`config.mk`:
```
export PLATFORM = sky130hd
export DESIGN_NAME = axi_arbiter
export DESIGN_NICKNAME = d
export VERILOG_FILES = /design/src/rtl/axi_arbiter.sv
export SDC_FILE = /design/constraint.sdc
export NUM_CORES = 1
export LEC_CHECK = 0
export BUFFER_PORTS_ARGS = -buffer_cell sky130_fd_sc_hd__buf_2
export CORE_AREA = 4 4 163 165
export DETAILED_ROUTE_END_ITERATION = 10
export DIE_AREA = 0 0 167 169
export PLACE_DENSITY = 0.53
export SYNTH_ARGS = -nofsm -noshare
export SYNTH_HDL_FRONTEND = slang
export SYNTH_SLANG_ARGS = --single-unit
```
`constraint.sdc`:
```
create_clock -name clk -period 5.2 [get_ports clk]
set_input_delay 0.26 -clock clk [delete_from_list [all_inputs] [get_ports clk]]
set_output_delay 0.26 -clock clk [all_outputs]
set_load 0.05 [all_outputs]
```
`src/rtl/axi_arbiter.sv`:
```
// rtl/axi_arbiter.sv - icache/dcache to single AXI master port arbiter
//
// Purpose: merges an icache read port and a dcache read/write port onto one
// AXI master. Reads and writes run in two independent FSMs. Read grants
// favour dcache, with a fairness counter that hands icache the bus after two
// consecutive dcache grants while icache was waiting. A dcache read that
// targets the 16-byte line of an in-flight (or just-accepted) write is held
// off until the write response completes.
//
// Ports:
//   clk, rst                      clock, synchronous active-high reset
//   i_ar*/i_r*                    icache read address / read data
//   d_ar*/d_r*                    dcache read address / read data
//   d_aw*/d_w*/d_b*               dcache write address / data / response
//   ar*/r*                        AXI read address / read data channels
//   aw*/w*/b*                     AXI write address / data / response channels
module axi_arbiter #(
  parameter logic [3:0] I_ID = 4'd0,
  parameter logic [3:0] D_ID = 4'd1
) (
  input  logic        clk,
  input  logic        rst,
  // icache read
  input  logic        i_arvalid,
  input  logic [31:0] i_araddr,
  input  logic [7:0]  i_arlen,
  input  logic [2:0]  i_arsize,
  output logic        i_arready,
  output logic        i_rvalid,
  output logic [31:0] i_rdata,
  output logic        i_rlast,
  input  logic        i_rready,
  // dcache read
  input  logic        d_arvalid,
  input  logic [31:0] d_araddr,
  input  logic [7:0]  d_arlen,
  input  logic [2:0]  d_arsize,
  output logic        d_arready,
  output logic        d_rvalid,
  output logic [31:0] d_rdata,
  output logic        d_rlast,
  input  logic        d_rready,
  // dcache write
  input  logic        d_awvalid,
  input  logic [31:0] d_awaddr,
  input  logic [7:0]  d_awlen,
  input  logic [2:0]  d_awsize,
  output logic        d_awready,
  input  logic        d_wvalid,
  input  logic [31:0] d_wdata,
  input  logic [3:0]  d_wstrb,
  input  logic        d_wlast,
  output logic        d_wready,
  output logic        d_bvalid,
  input  logic        d_bready,
  // AXI read
  output logic        arvalid,
  input  logic        arready,
  output logic [31:0] araddr,
  output logic [7:0]  arlen,
  output logic [2:0]  arsize,
  output logic [1:0]  arburst,
  output logic [3:0]  arid,
  input  logic        rvalid,
  output logic        rready,
  input  logic [31:0] rdata,
  input  logic        rlast,
  input  logic [3:0]  rid,
  // AXI write
  output logic        awvalid,
  input  logic        awready,
  output logic [31:0] awaddr,
  output logic [7:0]  awlen,
  output logic [2:0]  awsize,
  output logic [1:0]  awburst,
  output logic [3:0]  awid,
  output logic        wvalid,
  input  logic        wready,
  output logic [31:0] wdata,
  output logic [3:0]  wstrb,
  output logic        wlast,
  input  logic        bvalid,
  output logic        bready
);

  typedef enum logic [1:0] {RD_IDLE, RD_ADDR, RD_DATA} rd_state_t;
  typedef enum logic [1:0] {WR_IDLE, WR_ADDR, WR_DATA, WR_RESP} wr_state_t;

  rd_state_t   rd_state, rd_next;
  wr_state_t   wr_state, wr_next;

  logic [31:0] rd_addr_q;
  logic [7:0]  rd_len_q;
  logic [2:0]  rd_size_q;
  logic        rd_owner_d_q;   // 1: current read belongs to dcache
  logic [1:0]  fair_cnt;

  logic [31:0] wr_addr_q;
  logic [7:0]  wr_len_q;
  logic [2:0]  wr_size_q;

  logic        aw_accept;
  logic        d_hazard;
  logic        force_i;
  logic        grant_d;
  logic        grant_i;
  logic        sel_rready;
  logic        rid_unused;

  // Responses are routed by owner state, so rid carries no information here.
  assign rid_unused = ^rid;

  // ---------------------------------------------------------------------
  // Read grant
  // ---------------------------------------------------------------------
  assign aw_accept = (wr_state == WR_IDLE) && !rst && d_awvalid;

  // A dcache read to a line still being written (or being accepted this
  // cycle) could return stale data, so it waits for the write to finish.
  assign d_hazard = ((wr_state != WR_IDLE) && (d_araddr[31:4] == wr_addr_q[31:4])) ||
                    (aw_accept && (d_araddr[31:4] == d_awaddr[31:4]));

  assign force_i = (fair_cnt == 2'd2) && i_arvalid;
  assign grant_d = (rd_state == RD_IDLE) && !rst && d_arvalid && !d_hazard && !force_i;
  assign grant_i = (rd_state == RD_IDLE) && !rst && i_arvalid && !grant_d;

  // ---------------------------------------------------------------------
  // Read FSM
  // ---------------------------------------------------------------------
  always_ff @(posedge clk) begin
    if (rst) begin
      rd_state     <= RD_IDLE;
      rd_addr_q    <= '0;
      rd_len_q     <= '0;
      rd_size_q    <= '0;
      rd_owner_d_q <= 1'b0;
      fair_cnt     <= 2'd0;
    end else begin
      rd_state <= rd_next;
      if (grant_d) begin
        rd_addr_q    <= d_araddr;
        rd_len_q     <= d_arlen;
        rd_size_q    <= d_arsize;
        rd_owner_d_q <= 1'b1;
      end else if (grant_i) begin
        rd_addr_q    <= i_araddr;
        rd_len_q     <= i_arlen;
        rd_size_q    <= i_arsize;
        rd_owner_d_q <= 1'b0;
      end
      // Counts dcache grants that overtook a waiting icache request.
      if (!i_arvalid || grant_i)
        fair_cnt <= 2'd0;
      else if (grant_d && (fair_cnt != 2'd2))
        fair_cnt <= fair_cnt + 2'd1;
    end
  end

  assign sel_rready = rd_owner_d_q ? d_rready : i_rready;

  always_comb begin
    rd_next   = rd_state;
    i_arready = 1'b0;
    d_arready = 1'b0;
    arvalid   = 1'b0;
    rready    = 1'b0;
    i_rvalid  = 1'b0;
    i_rdata   = '0;
    i_rlast   = 1'b0;
    d_rvalid  = 1'b0;
    d_rdata   = '0;
    d_rlast   = 1'b0;
    case (rd_state)
      RD_IDLE: begin
        i_arready = grant_i;
        d_arready = grant_d;
        if (grant_i || grant_d)
          rd_next = RD_ADDR;
      end
      RD_ADDR: begin
        arvalid = 1'b1;
        if (arready)
          rd_next = RD_DATA;
      end
      RD_DATA: begin
        rready = sel_rready;
        if (rd_owner_d_q) begin
          d_rvalid = rvalid;
          d_rdata  = rdata;
          d_rlast  = rlast;
        end else begin
          i_rvalid = rvalid;
          i_rdata  = rdata;
          i_rlast  = rlast;
        end
        if (rvalid && sel_rready && rlast)
          rd_next = RD_IDLE;
      end
      default: rd_next = RD_IDLE;
    endcase
  end

  assign araddr  = rd_addr_q;
  assign arlen   = rd_len_q;
  assign arsize  = rd_size_q;
  assign arburst = 2'b01;
  assign arid    = rd_owner_d_q ? D_ID : I_ID;

  // ---------------------------------------------------------------------
  // Write FSM
  // ---------------------------------------------------------------------
  always_ff @(posedge clk) begin
    if (rst) begin
      wr_state  <= WR_IDLE;
      wr_addr_q <= '0;
      wr_len_q  <= '0;
      wr_size_q <= '0;
    end else begin
      wr_state <= wr_next;
      if (aw_accept) begin
        wr_addr_q <= d_awaddr;
        wr_len_q  <= d_awlen;
        wr_size_q <= d_awsize;
      end
    end
  end

  always_comb begin
    wr_next   = wr_state;
    d_awready = 1'b0;
    awvalid   = 1'b0;
    wvalid    = 1'b0;
    wdata     = '0;
    wstrb     = '0;
    wlast     = 1'b0;
    d_wready  = 1'b0;
    d_bvalid  = 1'b0;
    bready    = 1'b0;
    case (wr_state)
      WR_IDLE: begin
        d_awready = !rst;
        if (aw_accept)
          wr_next = WR_ADDR;
      end
      WR_ADDR: begin
        awvalid = 1'b1;
        if (awready)
          wr_next = WR_DATA;
      end
      WR_DATA: begin
        wvalid   = d_wvalid;
        wdata    = d_wdata;
        wstrb    = d_wstrb;
        wlast    = d_wlast;
        d_wready = wready;
        if (d_wvalid && wready && d_wlast)
          wr_next = WR_RESP;
      end
      WR_RESP: begin
        d_bvalid = bvalid;
        bready   = d_bready;
        if (bvalid && d_bready)
          wr_next = WR_IDLE;
      end
      default: wr_next = WR_IDLE;
    endcase
  end

  assign awaddr  = wr_addr_q;
  assign awlen   = wr_len_q;
  assign awsize  = wr_size_q;
  assign awburst = 2'b01;
  assign awid    = D_ID;

endmodule

```
==> impl_metrics.ini <==
[global_routing]
grt_pass1_wl_mm = 39.99
gr-total-overflow = 0
grt_max_degree = 70
track_usage_pct = 18.45
grt_pass1_vias = 6470
antenna_found_initial = 5

[min_path]
hold_start = d_awaddr[0]
min_path_type = input pin to flip-flop

[synth]
avgSynthCellArea_sq_um = 8.762
ys.flop_type = dfxtp_1
ys_async_sr_fraction_pct = 0
yosysTopAreaCell = dfxtp_1
synth_top_area_share_pct = 30.57
synth-seq-cells = 93
synth-edff-count = 0
yosysSeqAreaShare_pct = 30.57
synth_cells = 695
synth_area_leaders = dfxtp_1, and2_1, a221oi_2
syn_area_sq_um = 6090
yosys_warnings = 0
ys_types = 40

[finish]
drive_gt1_share_pct = 48.56
nNetsFinal = 1298
area_delta_synth_final_pct = 42.80
final_core_utilization_pct = 34.73
mostFrequentLayoutCell = buf_2
stdcell_count = 1413
layout_common_cells = buf_2, and2_1, dfxtp_1

[floorplan]
io_pins = 430
fp.dieH_um = 169
rows = 58
start_util_pct = 24.32
dieArea_sq_um = 28220
core_area_sq_um = 25040
die_w_um = 167

[clock_network]
cts_buffers = 9
cts_tree = done
cts_resized = 0
cts_max_level = 3
post_cts_buffers = 0
cts.sinks = 93
clockBufferDepth = 2
clk_latency_ps = 350
hold_buffers = 0
cts_root_buf = clkbuf_16
clk_pin_slew_ps = 80

[sta]
hold-worst-slack_ps = 88.31
setup_ws_ps = 1701
fin_setup_tns_ps = 0
slew_headroom_pct = 16.07
fin_skew_ps = 16.32
rsz0062_at_grt = no
fmax_mhz = 285.8
finalCriticalPeriod_ps = 3499
min_period_over_period_pct = 67.30
setup_viol = 0
worst_pin_slew_ps = 1252
hold_violations = 0
report.final.slew_viol_count = 0

[worst_setup_path]
worst_path_max_delay_cell = inv_4
worst-path-max-fanout = 45
reg2reg_to = araddr[23]
cp.required_ps = 4940
startpoint = wr_state[1]
crit_type = flip-flop to output port
rrSetupSlack_ps = 2110
startpoint_type = flip-flop
r2r-start = wr_state[1]
reg2regPathDepth = 10
end_kind = output port
slowest_delay_ps = 560
worstPathArrival_ps = 3240
endpoint = d_arready
critical_path.cell_chain = inv_1, ha_1, and2b_1, nand2_2, buf_4, nor3_1, nand4_4, nand2_4, inv_4, buf_2

[routing]
wirelength_mm = 27.44
routed-via-count = 6235
first_pass_iters = 4
via_per_inst = 4.413
wire_per_inst_um = 19.42
drt_iter0_markers = 285
drc_errors = 0
ant_nets = 0

[placed_design]
portBuffers = 414
post-place-ws_ps = 2008
dp_hpwl_mm = 21.82
dp_cells = 1394
gp_congestion = 0.8075

[power_and_ir_drop]
power_density_nw_per_um2 = 357.6
peakVddDrop_v = 0.0002149
p_leak_nw = 4.487

[outcome]
status = finished, final reports clean

[run]
max_cap_violations = 0
[layout make-up]
cell class / count / area [sq um]
fillers: 2667 / 16340
repair buffers: 422 / 2147
flip-flops and latches: 93 / 1862
well taps: 330 / 412.9
inverters: 50 / 190.2
clock buffers: 9 / 225.2
clock inverters: 6 / 93.84
multi-input cells: 499 / 3755
diodes: 4 / 10.01
[worst min-delay path by stage]
| stage | endpoint | depth (start not counted) |
|---|---|---|
| global placement | fair_cnt[1] | 2 |
| global route | awaddr[1] | 3 |
| detailed placement | awaddr[0] | 3 |
| CTS | awlen[4] | 3 |
| floorplan | awaddr[0] | 2 |
| finish | awaddr[0] | 3 |
[stage by stage]
step,instance area [sq um],power [W]
final,8696,0.003110
after global routing,8696,0.003274
after CTS,8686,0.003160
after detailed placement,8367,0.002395
after global placement,8367,0.002385
after floorplan,6123,0.001973
[metal layers]
metal,track usage (%),routed length (um)
met2,32.58,14050
met3,4.951,1752
met1,22.12,11300
met5,0,0
met4,5.052,344
[cell families (layout without fill, tap and decap cells)]
| family | Yosys count | in the layout | share of synthesized area (%) |
|---|---|---|---|
| adders and majority gates | 6 | 6 | 1.233 |
| buffers and inverters | 112 | 487 | 8.568 |
| xor gates and xnor gates | 55 | 55 | 7.910 |
| other | 2 | 15 | 0.1233 |
| muxes | 2 | 2 | 0.3288 |
| AOI/OAI and AO/OA | 97 | 97 | 20.44 |
| and+or+nand+nor | 328 | 328 | 30.82 |
| DFF | 93 | 93 | 30.57 |
[state kept, by name, indices dropped and copies added, names as in the netlist]
signal,count
arsize,3
rd_owner_d_q,1
fair_cnt,2
arlen,8
awaddr,32
wr_state,2
rd_state,2
araddr,32
awlen,8
awsize,3
[power breakdown]
group,internal [W],switching (W)
clock network,0.000426,0.000322
logic,0.000401,0.00106
registers,0.000822,0.0000765
total,0.00165,0.00146
[cell usage after synthesis (2+ instances only)]
cell type and number:
nand3b_1 43, nand2_1 92, nand2b_1 3, nor2_1 10, clkbuf_1 35, buf_2 7, nand4_1 10, nand3_1 3
a211oi_2 38, xor2_1 10, xnor2_1 45, a221oi_2 40, buf_4 16, a211o_1 2, ha_1 6, nor3_1 3
mux2i_1 2, a21oi_1 2, a211oi_1 6, buf_6 4, conb_1 2, and2_1 153, inv_1 49, a221oi_1 3
dfxtp_1 93, nor4_1 3, o41ai_1 2
[worst max-delay path: cells and delay by family, from the launching register on]
kind	cells	cell delay, ps
buffers and inverters	4	1510
adder cells (fa/ha/maj)	1	230
flip-flops	1	390
AND/OR/NAND/NOR	5	730
No activity file was read; power rests on OpenSTA's default activity.
